[src/rtl/hazard_pkg.sv]
// Shared types and constants for the hazard / pipeline-control unit.
//   - hazard_state_e : control FSM states (boot flush, normal run, memory wait)
//   - FWD_*          : ForwardAE/ForwardBE select encodings
//   - fwd_sel()      : forwarding priority rule (M stage wins over W stage)
package hazard_pkg;

    typedef enum logic [1:0] {
        StBoot = 2'd0,
        StRun  = 2'd1,
        StWait = 2'd2
    } hazard_state_e;

    localparam logic [1:0] FWD_RF = 2'b00;
    localparam logic [1:0] FWD_W  = 2'b01;
    localparam logic [1:0] FWD_M  = 2'b10;

    // x0 is hardwired zero, so a write to it must never be forwarded.
    function automatic logic [1:0] fwd_sel(
        input logic [4:0] rs,
        input logic [4:0] rd_m,
        input logic       we_m,
        input logic [4:0] rd_w,
        input logic       we_w
    );
        if (we_m && (rd_m != 5'd0) && (rd_m == rs)) begin
            return FWD_M;
        end else if (we_w && (rd_w != 5'd0) && (rd_w == rs)) begin
            return FWD_W;
        end
        return FWD_RF;
    endfunction

endpackage

[src/rtl/sat_counter.sv]
// Saturating up-counter with enable.
//   clk_i  : clock
//   rst_ni : asynchronous active-low reset, clears the count
//   en_i   : count this cycle
//   cnt_o  : current count, holds at all-ones
module sat_counter #(
    parameter int unsigned Width = 32
) (
    input  logic             clk_i,
    input  logic             rst_ni,
    input  logic             en_i,
    output logic [Width-1:0] cnt_o
);

    logic [Width-1:0] cnt_d, cnt_q;

    always_comb begin
        cnt_d = cnt_q;
        if (en_i && (cnt_q != {Width{1'b1}})) begin
            cnt_d = cnt_q + Width'(1);
        end
    end

    always_ff @(posedge clk_i or negedge rst_ni) begin
        if (!rst_ni) begin
            cnt_q <= '0;
        end else begin
            cnt_q <= cnt_d;
        end
    end

    assign cnt_o = cnt_q;

endmodule

[src/rtl/hazard_unit.sv]
// Hazard and pipeline-control unit for the five-stage RISC-V core.
// Forwarding and load-use detection plus a small FSM that flushes the pipeline
// after reset, freezes it while the data memory is busy and flags runaway waits.
//
// Ports:
//   clk, rst_n                   clock, asynchronous active-low reset
//   Rs1D/Rs2D, Rs1E/Rs2E/RdE     register indices in Decode / Execute
//   RdM/RdW, RegWriteM/RegWriteW destination + write enable in Memory / Writeback
//   ResultSrcE                   bit 0 marks a load in Execute
//   PCSrcE                       taken branch/jump resolved in Execute
//   MemReqM, MemReadyM           data memory request / completion
//   Stall*, FlushD, FlushE       pipeline register controls (combinational)
//   ForwardAE/BE                 operand forward selects (combinational)
//   mem_timeout                  sticky flag: wait count reached WAIT_MAX
//   stall_cnt, flush_cnt         perf counters
//
// Build option: define HAZARD_PERF_CNT_EN to implement the perf counters;
// otherwise both counter ports are tied to zero.
module hazard_unit
    import hazard_pkg::*;
#(
    parameter int unsigned BOOT_CYCLES = 2,
    parameter int unsigned WAIT_MAX    = 15,
    parameter int unsigned CNT_W       = 32
) (
    input  logic             clk,
    input  logic             rst_n,
    input  logic [4:0]       Rs1D,
    input  logic [4:0]       Rs2D,
    input  logic [4:0]       Rs1E,
    input  logic [4:0]       Rs2E,
    input  logic [4:0]       RdE,
    input  logic [4:0]       RdM,
    input  logic [4:0]       RdW,
    input  logic [1:0]       ResultSrcE,
    input  logic             PCSrcE,
    input  logic             RegWriteM,
    input  logic             RegWriteW,
    input  logic             MemReqM,
    input  logic             MemReadyM,
    output logic             StallF,
    output logic             StallD,
    output logic             StallE,
    output logic             StallM,
    output logic             StallW,
    output logic             FlushD,
    output logic             FlushE,
    output logic [1:0]       ForwardAE,
    output logic [1:0]       ForwardBE,
    output logic             mem_timeout,
    output logic [CNT_W-1:0] stall_cnt,
    output logic [CNT_W-1:0] flush_cnt
);

    localparam int unsigned BootW = (BOOT_CYCLES < 2) ? 1 : $clog2(BOOT_CYCLES);
    localparam int unsigned WaitW = (WAIT_MAX < 2) ? 1 : $clog2(WAIT_MAX + 1);

    hazard_state_e    state_d, state_q;
    logic [BootW-1:0] boot_cnt_d, boot_cnt_q;
    logic [WaitW-1:0] wait_cnt_d, wait_cnt_q;
    logic             timeout_d, timeout_q;

    logic lw;
    logic frz;
    logic boot_done;

    // Only bit 0 of ResultSrcE identifies a load.
    logic unused_result_src;
    assign unused_result_src = ResultSrcE[1];

    assign ForwardAE = fwd_sel(Rs1E, RdM, RegWriteM, RdW, RegWriteW);
    assign ForwardBE = fwd_sel(Rs2E, RdM, RegWriteM, RdW, RegWriteW);

    assign lw  = ResultSrcE[0] && (RdE != 5'd0) && ((Rs1D == RdE) || (Rs2D == RdE));
    assign frz = MemReqM && !MemReadyM;

    assign boot_done = (32'(boot_cnt_q) + 32'd1) >= BOOT_CYCLES;

    always_comb begin
        state_d    = state_q;
        boot_cnt_d = boot_cnt_q;
        wait_cnt_d = wait_cnt_q;
        timeout_d  = timeout_q;
        StallF     = 1'b0;
        StallD     = 1'b0;
        StallE     = 1'b0;
        StallM     = 1'b0;
        StallW     = 1'b0;
        FlushD     = 1'b0;
        FlushE     = 1'b0;

        unique case (state_q)
            StBoot: begin
                FlushD = 1'b1;
                FlushE = 1'b1;
                if (boot_done) begin
                    state_d    = StRun;
                    boot_cnt_d = '0;
                end else begin
                    boot_cnt_d = boot_cnt_q + BootW'(1);
                end
            end
            StRun, StWait: begin
                if (frz) begin
                    // Freeze everything, W included: rewriting the same value is
                    // harmless and keeps the W forwarding path valid. A pending
                    // PCSrcE stays held in E and redirects on release.
                    StallF  = 1'b1;
                    StallD  = 1'b1;
                    StallE  = 1'b1;
                    StallM  = 1'b1;
                    StallW  = 1'b1;
                    state_d = StWait;
                    if (state_q == StRun) begin
                        wait_cnt_d = WaitW'(1);
                    end else if (wait_cnt_q != {WaitW{1'b1}}) begin
                        wait_cnt_d = wait_cnt_q + WaitW'(1);
                    end
                    if (wait_cnt_d == WaitW'(WAIT_MAX)) begin
                        timeout_d = 1'b1;
                    end
                end else begin
                    StallF     = lw;
                    StallD     = lw;
                    FlushD     = PCSrcE;
                    FlushE     = lw | PCSrcE;
                    state_d    = StRun;
                    wait_cnt_d = '0;
                end
            end
            default: begin
                FlushD  = 1'b1;
                FlushE  = 1'b1;
                state_d = StBoot;
            end
        endcase
    end

    always_ff @(posedge clk or negedge rst_n) begin
        if (!rst_n) begin
            state_q    <= StBoot;
            boot_cnt_q <= '0;
            wait_cnt_q <= '0;
            timeout_q  <= 1'b0;
        end else begin
            state_q    <= state_d;
            boot_cnt_q <= boot_cnt_d;
            wait_cnt_q <= wait_cnt_d;
            timeout_q  <= timeout_d;
        end
    end

    assign mem_timeout = timeout_q;

`ifdef HAZARD_PERF_CNT_EN
    logic stall_cnt_en;
    logic flush_cnt_en;

    assign stall_cnt_en = ((state_q == StRun) || (state_q == StWait)) && StallF;
    assign flush_cnt_en = (state_q == StRun) && PCSrcE && !frz;

    sat_counter #(
        .Width (CNT_W)
    ) u_stall_cnt (
        .clk_i  (clk),
        .rst_ni (rst_n),
        .en_i   (stall_cnt_en),
        .cnt_o  (stall_cnt)
    );

    sat_counter #(
        .Width (CNT_W)
    ) u_flush_cnt (
        .clk_i  (clk),
        .rst_ni (rst_n),
        .en_i   (flush_cnt_en),
        .cnt_o  (flush_cnt)
    );
`else
    assign stall_cnt = '0;
    assign flush_cnt = '0;
`endif

endmodule

[config.mk]
export PLATFORM = sky130hd
export DESIGN_NAME = hazard_unit
export DESIGN_NICKNAME = d
export VERILOG_FILES = /design/src/rtl/hazard_pkg.sv /design/src/rtl/sat_counter.sv /design/src/rtl/hazard_unit.sv
export SDC_FILE = /design/constraint.sdc
export NUM_CORES = 1
export LEC_CHECK = 0
export ABC_AREA = 1
export BUFFER_PORTS_ARGS = -buffer_cell sky130_fd_sc_hd__buf_2
export CAP_MARGIN = 20
export CORE_UTILIZATION = 40
export DETAILED_ROUTE_END_ITERATION = 6
export GPL_TIMING_DRIVEN = 0
export MAX_ROUTING_LAYER = met4
export PLACE_DENSITY = 0.83
export SYNTH_ARGS = -nofsm -noshare
export SYNTH_HDL_FRONTEND = slang
export SYNTH_SLANG_ARGS = --single-unit
[constraint.sdc]
create_clock -name clk -period 2.3 [get_ports clk]
set_input_delay 0.46 -clock clk [delete_from_list [all_inputs] [get_ports clk]]
set_output_delay 0.46 -clock clk [all_outputs]
set_load 0.01 [all_outputs]
==> results of run 1 <==
power groups by stage:
| stage | combinational, mW | clock (mW) | sequential, mW |
|---|---|---|---|
| global placement | 0.593 | 0 | 0.208 |
| CTS | 0.605 | 0.173 | 0.209 |
| detailed placement | 0.603 | 0 | 0.210 |
| floorplan | 0.454 | 0 | 0.203 |
| finish | 0.604 | 0.167 | 0.210 |
| global route | 0.675 | 0.178 | 0.214 |
per-layer routing:
metal	share of wire [%]	vias to the layer above	track usage (%)
met5	0	-	-
met4	0.96	0	4.65
met3	7.5	4	1.45
met2	53	70	30.2
met1	38	592	15.2
li1	-	801	-
flip-flops by register name (all words and copies together), names as in the netlist:
signal / flops
mem_timeout: 1
wait_cnt_q: 4
boot_cnt_q: 1
state_q: 2
layout by cell type, fill, tap and decap left out, drive strengths merged:
| master | netlist | layout |
|---|---|---|
| nand3b | 1 | 1 |
| xor2 | 6 | 6 |
| ha | 4 | 4 |
| nand4 | 1 | 1 |
| a21oi | 3 | 3 |
| a211oi | 1 | 1 |
| nor2 | 19 | 19 |
| buf | 67 | 121 |
| conb | 1 | 64 |
| nand2 | 51 | 51 |
| or2 | 1 | 1 |
| inv | 28 | 28 |
| o21ai | 7 | 7 |
| nand3 | 10 | 10 |
| clkbuf | 0 | 3 |
| xnor2 | 17 | 17 |
| nor3 | 4 | 4 |
| dfrtp | 8 | 8 |
worst reg2reg max path: cells and delay by family, from the launching register on:
family,cells,cell delay (ns)
buffers and inverters,2,0.17
flip-flops,1,0.40
AND/OR/NAND/NOR,6,0.61
adder cells (fa/ha/maj),1,0.35
final cells by class:
cell class / count / area (sq um)
Multi-Input combinational cell: 189 / 923
Sequential cell: 8 / 200
Buffer: 67 / 503
Tap cell: 46 / 57.6
Timing Repair Buffer: 54 / 270
Fill cell: 328 / 1370
Clock buffer: 3 / 41.3
Inverter: 28 / 105
cell families (layout without fill, tap and decap cells):
group / count (synthesis) / in the layout / synth area share, %
buf+inv: 95 / 152 / 40.7
flops: 8 / 8 / 13.4
fa+ha+maj: 4 / 4 / 3.35
simple gates: 87 / 87 / 25.0
xor+xnor: 23 / 23 / 13.5
other cells: 1 / 64 / 0.251
compound gates: 11 / 11 / 3.85
worst max path at each step:
stage / cells past startpoint / slack [ns] / endpoint
3_3_place_gp: 8 / 0.42 / StallF
5_1_grt: 8 / 0.05 / StallF
4_1_cts: 8 / 0.15 / StallF
2_1_floorplan: 7 / 0.55 / StallF
3_5_place_dp: 8 / 0.40 / StallF
6_report: 8 / 0.16 / StallF
per-stage QoR:
step	util, %	area (sq um)
after floorplan	-	1730
after global placement	59.4	2060
after detailed placement	59.4	2060
after CTS	60.6	2100
after global routing	60.6	2100
final	60.6	2100
==> impl_metrics.json, run 1 <==
{
  "status": "finished, final reports clean",
  "pwr-share-comb_pct": 61.6,
  "hold_class": "in -> async",
  "cts_tree": "yes",
  "synth_most_common_cell": "buf_4",
  "r2r_cells": 9,
  "cts_buffers": 3,
  "grt_pass1_wl_microns": 4880,
  "pre_cts_slack_ns": 0.396,
  "synth_largest_area_cell": "buf_4",
  "cp_data_arrival_time_ns": 1.68,
  "rrSetupSlack_ns": 0.71,
  "die_y_microns": 63.1,
  "rows": 21,
  "r2r-start": "state_q[0]",
  "path_buf_inv": 5,
  "p_leak_nw": 1.38,
  "hold_viol_final": 0,
  "p_clk_share_pct": 17.0,
  "vias_per_cell": 3.71,
  "final_nets": 399,
  "syn_avg_cell_area_sq_um": 6.53,
  "synth-edff-count": 0,
  "critical-path-top-delay-family": "buffers and inverters",
  "diodes": 0,
  "seqPwrFrac_pct": 21.4,
  "finalCritPeriodShare_pct": 92.9,
  "start_util_pct": 43.1,
  "grt-ovfl-total": 0,
  "ir_worst_vdd_v": 0.000187,
  "drive_gt1_share_pct": 36.7,
  "dr.pass1.iters": 4,
  "cp.required_ns": 1.84,
  "cts_htree_levels": 1,
  "area_growth_pct": 40.5,
  "netlist-cell-type-count": 21,
  "grt_pass1_vias": 1309,
  "criticalPathCategory": "reg -> out",
  "synth_area_leaders": "buf_4 34%, dfrtp_1 13%, nand2_1 12%, xnor2_1 10%, inv_1 6.8%",
  "powerDensity_nw_per_um2": 467,
  "setup_tns_ns": 0,
  "r2r_end": "mem_timeout",
  "startpoint_type": "flop",
  "p_sw_share_pct": 43.0,
  "netlist_area_sq_um": 1500,
  "drt_iter0_drc": 37,
  "vias": 1467,
  "worst_path_largest_cell_delay_ns": 0.40,
  "ys_seq_area_share_pct": 13.4,
  "grt_use_total_pct": 15.2,
  "finClkSkew_ns": 0.00240,
  "hold_slack_ns": 0.0674,
  "die_x_microns": 63.1,
  "cp-end-kind": "output port",
  "cts_sinks": 8,
  "cts_resized": 0,
  "antenna_found_initial": 0,
  "fmax_ghz": 0.468,
  "rsz0062_at_grt": "false",
  "fin_crit_ns": 2.14,
  "critPathMaxFanout": 9,
  "grt_max_degree": 10,
  "clockRootBuffer": "clkbuf_8",
  "max-clock-path-buffers": 2,
  "port_buffers": 54,
  "power.internal_uw": 560,
  "p_total_uw": 982,
  "crit_path_top_delay_cell": "dfrtp_1",
  "core_sq_um": 3470,
  "die_area_sq_um": 3990,
  "timing.final.ws_setup_ns": 0.163,
  "report.final.slew_viol_count": 0,
  "clkLatencyLatePin_ns": 0.23,
  "dp_hpwl_microns": 2690,
  "setup.worst_path.start": "state_q[0]",
  "ys_warn_count": 0,
  "maxCapViolCount": 0,
  "stdcell_count": 395,
  "dp_cells": 392,
  "ys_ff_latch": 8,
  "yosys-top-cells-count": "67 x buf_4, 49 x nand2_1, 27 x inv_1",
  "p_sw_uw": 422,
  "drt-total-wl_microns": 2920,
  "postCtsHoldBufs": 0,
  "drc": 0,
  "path_common_cell": "inv_1",
  "setup_violations": 0,
  "syn_inst": 229,
  "critical_path.cell_chain": "inv_1 > ha_1 > inv_2 > nor2_8 > inv_1 > nand2_1 > buf_4 > buf_2",
  "cts_setup_buffers": 0,
  "yosysTopAreaCellShare_pct": 33.6,
  "synth_ff_type": "dfrtp_1",
  "gp_congestion": 0.794,
  "clk_pin_slew_ns": 0.04,
  "io_pins": 120,
  "wl_per_cell_microns": 7.38,
  "detail-route-antenna-nets": 0,
  "postSynth.asyncResetShare_pct": 100
}
Note: power is estimated with default switching activity, not from simulation.
==> run 2, diff against run 1 <==
- ABC_AREA: 1 -> not set
- CORE_UTILIZATION: 40 -> 42
- PLACE_DENSITY: 0.83 -> 0.88
==> run 2 against run 1 <==
Compared with the run above: clock skew rose by 0.0025 ns; synthesized cell count fell by 25%; setup slack got worse by 0.11 ns; global-route usage rose by 1.8 points; critical path depth fell by 2; sequential share of layout area rose by 0.52 points; sequential cell count did not move; wire length rose by 4.5%; sequential power rose by 22%; die area fell by 11%; highest routed layer unchanged.
==> impl_metrics.json, run 2 <==
{
  "status": "finished, final reports clean",
  "regMostFlops": "wait_cnt_q",
  "vias": 1341,
  "grt_pass1_wl_microns": 4530,
  "grt-ovfl-total": 0,
  "ys_seq_area_share_pct": 14.4,
  "r2r-start": "wait_cnt_q[0]",
  "grt_use_total_pct": 17.0,
  "largest_reg_flops": 4,
  "diodes": 0,
  "cp-end-kind": "output port",
  "p_sw_uw": 462,
  "fmax_ghz": 0.445,
  "critPathMaxFanout": 3,
  "clkLatencyLatePin_ns": 0.26,
  "cts_tree": "yes",
  "setup_tns_ns": 0,
  "drt_iter0_drc": 41,
  "cp.required_ns": 1.84,
  "powerDensity_nw_per_um2": 510,
  "drive_gt1_share_pct": 44.9,
  "synth_largest_area_cell": "buf_4",
  "final_util_pct": 64.2,
  "grt_pass1_vias": 1100,
  "p_clk_share_pct": 11.2,
  "yosys-top-cells-count": "67 x buf_4, 25 x xor2_1, 8 x dfrtp_1",
  "rrSetupSlack_ns": 0.62,
  "dr.pass1.iters": 4,
  "setup_violations": 0,
  "hold_class": "in -> async",
  "syn_avg_cell_area_sq_um": 8.10,
  "finClkSkew_ns": 0.00487,
  "grt_max_degree": 9,
  "cts_setup_buffers": 0,
  "rsz0062_at_grt": "false",
  "crit_path_top_delay_cell": "or4_4",
  "pwr-share-comb_pct": 63.6,
  "die_y_microns": 59.6,
  "cp_data_arrival_time_ns": 1.79,
  "path_common_cell": "buf_2",
  "p_leak_nw": 1.20,
  "layout_commonest_cell": "buf_4",
  "reg_top3": "wait_cnt_q (4), state_q (2)",
  "worst_path_largest_cell_delay_ns": 0.53,
  "ir_worst_vdd_v": 0.000247,
  "netlist_area_sq_um": 1390,
  "io_pins": 120,
  "yosysTopAreaCellShare_pct": 36.1,
  "core_sq_um": 3100,
  "ys_ff_latch": 8,
  "mostFrequentLayoutCells": "67 x buf_4, 64 x conb_1, 54 x buf_2, 25 x xor2_1, 8 x dfrtp_1",
  "maxCapViolCount": 0,
  "criticalPathCategory": "in -> out",
  "cts_sinks": 8,
  "drt-total-wl_microns": 3050,
  "fin_crit_ns": 2.25,
  "hold_viol_final": 0,
  "cts_buffers": 3,
  "fin_area_sq_um": 1990,
  "drc": 0,
  "setup.worst_path.start": "RdM[1]",
  "synth_ff_type": "dfrtp_1",
  "dp_hpwl_microns": 2720,
  "seqPwrFrac_pct": 25.2,
  "finalCritPeriodShare_pct": 97.8,
  "antenna_found_initial": 0,
  "r2r_cells": 5,
  "critPathCapture": "ForwardAE[0]",
  "area_growth_pct": 42.9,
  "postSynth.asyncResetShare_pct": 100,
  "stdcell_count": 336,
  "critical_path.cell_chain": "buf_2 > or4_4 > o21ai_2 > nor4_1 > nor4_2 > buf_2",
  "clk_pin_slew_ns": 0.06,
  "postCtsHoldBufs": 0,
  "port_buffers": 54,
  "netlist-cell-type-count": 33,
  "synth_most_common_cell": "buf_4",
  "place_area_sq_um": 1960,
  "final_nets": 342,
  "die_x_microns": 59.6,
  "wl_per_cell_microns": 9.07,
  "synth_area_leaders": "buf_4 36%, xor2_1 16%, dfrtp_1 14%, xnor2_1 3.8%, ha_1 3.6%",
  "max-clock-path-buffers": 2,
  "startpoint_type": "primary input",
  "p_sw_share_pct": 45.5,
  "vias_per_cell": 3.99,
  "cts_htree_levels": 1,
  "ys_warn_count": 0,
  "dp_cells": 333,
  "power.internal_uw": 553,
  "start_util_pct": 44.9,
  "syn_inst": 172,
  "clockRootBuffer": "clkbuf_4",
  "die_area_sq_um": 3550,
  "synth-edff-count": 0,
  "gp_congestion": 0.766,
  "detail-route-antenna-nets": 0,
  "r2r_end": "mem_timeout",
  "rows": 20,
  "report.final.slew_viol_count": 0
}
-- run 2: cell count changes after synthesis, sizes merged, moves of 5 or more --
cell | previous run | this run
inv | 28 | 5
nand2 | 51 | 7
nand3 | 10 | 5
nor2 | 19 | 6
or4 | 0 | 5
xor2 | 6 | 25
xnor2 | 17 | 6
-- run 2: logic make-up after synthesis --
group                      after synthesis  share of synthesized area [%]
muxes                                    1                          0.718
and+or+nand+nor                         34                           13.9
AOI/OAI and AO/OA                       21                           10.2
buffers and inverters                   72                           37.4
other                                    1                          0.269
adders and majority gates                4                           3.59
DFF                                      8                           14.4
xor gates and xnor gates                31                           19.5
-- run 2: metal layers --
| layer | vias up | global-route usage, % | routed length [microns] |
|---|---|---|---|
| met4 | 0 | 5.98 | 38 |
| met1 | 596 | 18.4 | 1120 |
| met5 | - | - | 0 |
| met2 | 56 | 32.1 | 1720 |
| li1 | 685 | - | - |
| met3 | 4 | 1.31 | 172 |
-- run 2: stage by stage --
step | power [mW] | setup slack [ns] | hold slack [ns]
4_1_cts | 0.989 | 0.00977 | 0.0359
5_1_grt | 1.09 | 0.00181 | 0.0429
3_5_place_dp | 0.876 | 0.0427 | 0.311
2_1_floorplan | 0.701 | 0.253 | 0.164
6_report | 1.02 | 0.0510 | 0.0323
3_3_place_gp | 0.850 | 0.0493 | 0.311
-- run 2: area by class of cell --
cell class              count  area [sq um]
multi-input cells         155           922
flip-flops and latches      8           200
plain buffers              67           503
repair buffers             54           270
well taps                  44          55.1
inverters                   5          18.8
fillers                   297          1110
clock buffers               3          22.5
-- run 2: worst min-delay path by stage --
| stage | slack, ns | start | cells after the start | end |
|---|---|---|---|---|
| after floorplan | 0.16 | rst_n | 0 | boot_cnt_q |
| after global routing | 0.04 | rst_n | 1 | wait_cnt_q[0] |
| after global placement | 0.31 | rst_n | 1 | boot_cnt_q |
| final | 0.03 | rst_n | 1 | mem_timeout |
| after detailed placement | 0.31 | rst_n | 1 | boot_cnt_q |
| after CTS | 0.04 | rst_n | 1 | wait_cnt_q[0] |
-- run 2: power by group through the flow --
stage	clock [mW]	sequential, mW	combinational (mW)
after floorplan	0	0.240	0.461
after global placement	0	0.250	0.600
after detailed placement	0	0.256	0.619
after CTS	0.115	0.253	0.622
after global routing	0.117	0.261	0.715
final	0.114	0.256	0.645
-- run 2: critical path: cells and delay by family --
kind | cells | cell delay (ns)
and+or+nand+nor | 3 | 0.89
buffers and inverters | 2 | 0.28
AOI/OAI and AO/OA | 1 | 0.16
-- run 2: repair_timing --
item,in CTS,in global routing
resized for setup,0,4
endpoints found under the setup margin,0,3
endpoints found under the hold margin,0,0
==> run 3, diff against run 2 <==
- PLACE_DENSITY: 0.88 -> not set
- PLACE_DENSITY_LB_ADDON: not set -> 0.15
==> run 3 against run 2 <==
Compared with the run above: sequential power is essentially flat; via count shrank 5.5%; core utilization is the same; combinational power shrank 0.6%; clock power shrank 4%; global-route usage shrank 2.5 points.
==> impl_metrics.json, run 3 (synthesis results as in run 2) <==
{
  "status": "finished, final reports clean",
  "die_area_sq_um": 3550,
  "grt_use_total_pct": 14.5,
  "vias": 1267,
  "finalCritPeriodShare_pct": 98.2,
  "grt-ovfl-total": 0,
  "r2r_end": "mem_timeout",
  "place_area_sq_um": 1960,
  "vias_per_cell": 3.77,
  "p_sw_uw": 452,
  "hold_class": "in -> async",
  "start_util_pct": 44.9,
  "grt_pass1_vias": 992,
  "rrSetupSlack_ns": 0.69,
  "layout_commonest_cell": "buf_4",
  "path_buf_inv": 2,
  "reg_top3": "wait_cnt_q (4), state_q (2)",
  "ir_worst_vdd_v": 0.000243,
  "dp_hpwl_microns": 2480,
  "critical_path.cell_chain": "buf_2 > or4_4 > o21ai_2 > nor4_1 > nor4_2 > buf_2",
  "maxCapViolCount": 0,
  "clk_pin_slew_ns": 0.06,
  "grt_pass1_wl_microns": 3900,
  "largest_reg_flops": 4,
  "fin_crit_ns": 2.26,
  "drc": 0,
  "cts_sinks": 8,
  "clockRootBuffer": "clkbuf_4",
  "cts_tree": "yes",
  "gp_congestion": 0.836,
  "grt_max_degree": 9,
  "fin_area_sq_um": 1990,
  "p_total_mw": 1.00,
  "r2r_cells": 5,
  "power.internal_uw": 553,
  "startpoint_type": "primary input",
  "hold_viol_final": 0,
  "final_nets": 342,
  "powerDensity_nw_per_um2": 505,
  "rows": 20,
  "die_x_microns": 59.6,
  "antenna_found_initial": 0,
  "cts_buffers": 3,
  "finClkSkew_ns": 0.00512,
  "wl_per_cell_microns": 8.07,
  "drt_iter0_drc": 29,
  "fmax_ghz": 0.443,
  "crit_path_top_delay_cell": "or4_4",
  "cts_setup_buffers": 0,
  "setup_violations": 0,
  "max-clock-path-buffers": 2,
  "drt-total-wl_microns": 2710,
  "worst_path_largest_cell_delay_ns": 0.53,
  "dr.pass1.iters": 4,
  "report.final.slew_viol_count": 0,
  "p_clk_share_pct": 10.9,
  "setup_tns_ns": 0,
  "die_y_microns": 59.6,
  "hold_slack_ns": 0.0356,
  "regMostFlops": "wait_cnt_q",
  "rsz0062_at_grt": "true",
  "cp_data_arrival_time_ns": 1.80,
  "criticalPathCategory": "in -> out",
  "critPathMaxFanout": 3,
  "diodes": 0,
  "area_growth_pct": 42.9,
  "cp.required_ns": 1.84,
  "path_common_cell": "buf_2",
  "seqPwrFrac_pct": 25.3,
  "drive_gt1_share_pct": 44.9,
  "cp-end-kind": "output port",
  "core_sq_um": 3100,
  "timing.final.ws_setup_ns": 0.0420,
  "cts_htree_levels": 1,
  "clkLatencyLatePin_ns": 0.26,
  "p_sw_share_pct": 45.0,
  "mostFrequentLayoutCells": "67 x buf_4, 64 x conb_1, 54 x buf_2, 25 x xor2_1, 8 x dfrtp_1",
  "pwr-share-comb_pct": 63.8,
  "critical-path-top-delay-family": "simple AND/OR/NAND/NOR gates",
  "io_pins": 120,
  "pre_cts_slack_ns": 0.0286,
  "p_leak_nw": 1.20,
  "detail-route-antenna-nets": 0,
  "port_buffers": 54,
  "r2r-start": "wait_cnt_q[0]"
}
## run 3: cell counts in the layout (fill, tap and decap cells not counted)
No cell type changed its count.
## run 3: final cells by class
class | count | area [sq um]
Buffer | 67 | 503
Clock buffer | 3 | 22.5
Fill cell | 304 | 1110
Inverter | 5 | 18.8
Multi-Input combinational cell | 155 | 922
Sequential cell | 8 | 200
Tap cell | 44 | 55.1
Timing Repair Buffer | 54 | 270
## run 3: per-layer routing
metal  vias up  wire (microns)  GRT usage, %
met3         0             232          2.62
li1        686               -             -
met2        66            1440          26.0
met4         0               0          3.99
met1       515            1040          16.5
met5         -               0             -
## run 3: worst reg2reg max path, stage by stage (launching register included)
cell	delay, ns
dfrtp_1	0.47
ha_1	0.32
nand3_1	0.18
mux2i_1	0.16
nor3_1	0.23
a31o_2	0.20
## run 3: timing repair
item	in CTS	in global routing
resized for setup	1	3
setup endpoints to repair	1	2
hold buffers	0	0
pin swaps	0	0
## run 3: worst max path at each step
stage	startpoint	end	slack, ns	cells past startpoint
final	RdM[1]	ForwardBE[0]	0.04	6
after global routing	RdM[1]	ForwardBE[0]	-0.0009	6
after global placement	RdM[1]	ForwardBE[0]	0.04	6
after floorplan	RdM[1]	ForwardAE[0]	0.25	4
after CTS	RdM[1]	ForwardBE[0]	0.03	6
after detailed placement	RdM[1]	ForwardBE[0]	0.03	6
## run 3: stage by stage
stage	util (%)	cells
floorplan	-	235
global placement	63.0	333
detailed placement	63.0	333
CTS	63.9	336
global route	64.2	336
finish	64.2	336
## run 3: power groups by stage
stage / combinational [mW] / clock, mW / sequential [mW]
floorplan: 0.461 / 0 / 0.240
CTS: 0.630 / 0.112 / 0.251
global route: 0.716 / 0.118 / 0.259
global placement: 0.602 / 0 / 0.251
finish: 0.641 / 0.110 / 0.254
detailed placement: 0.622 / 0 / 0.254
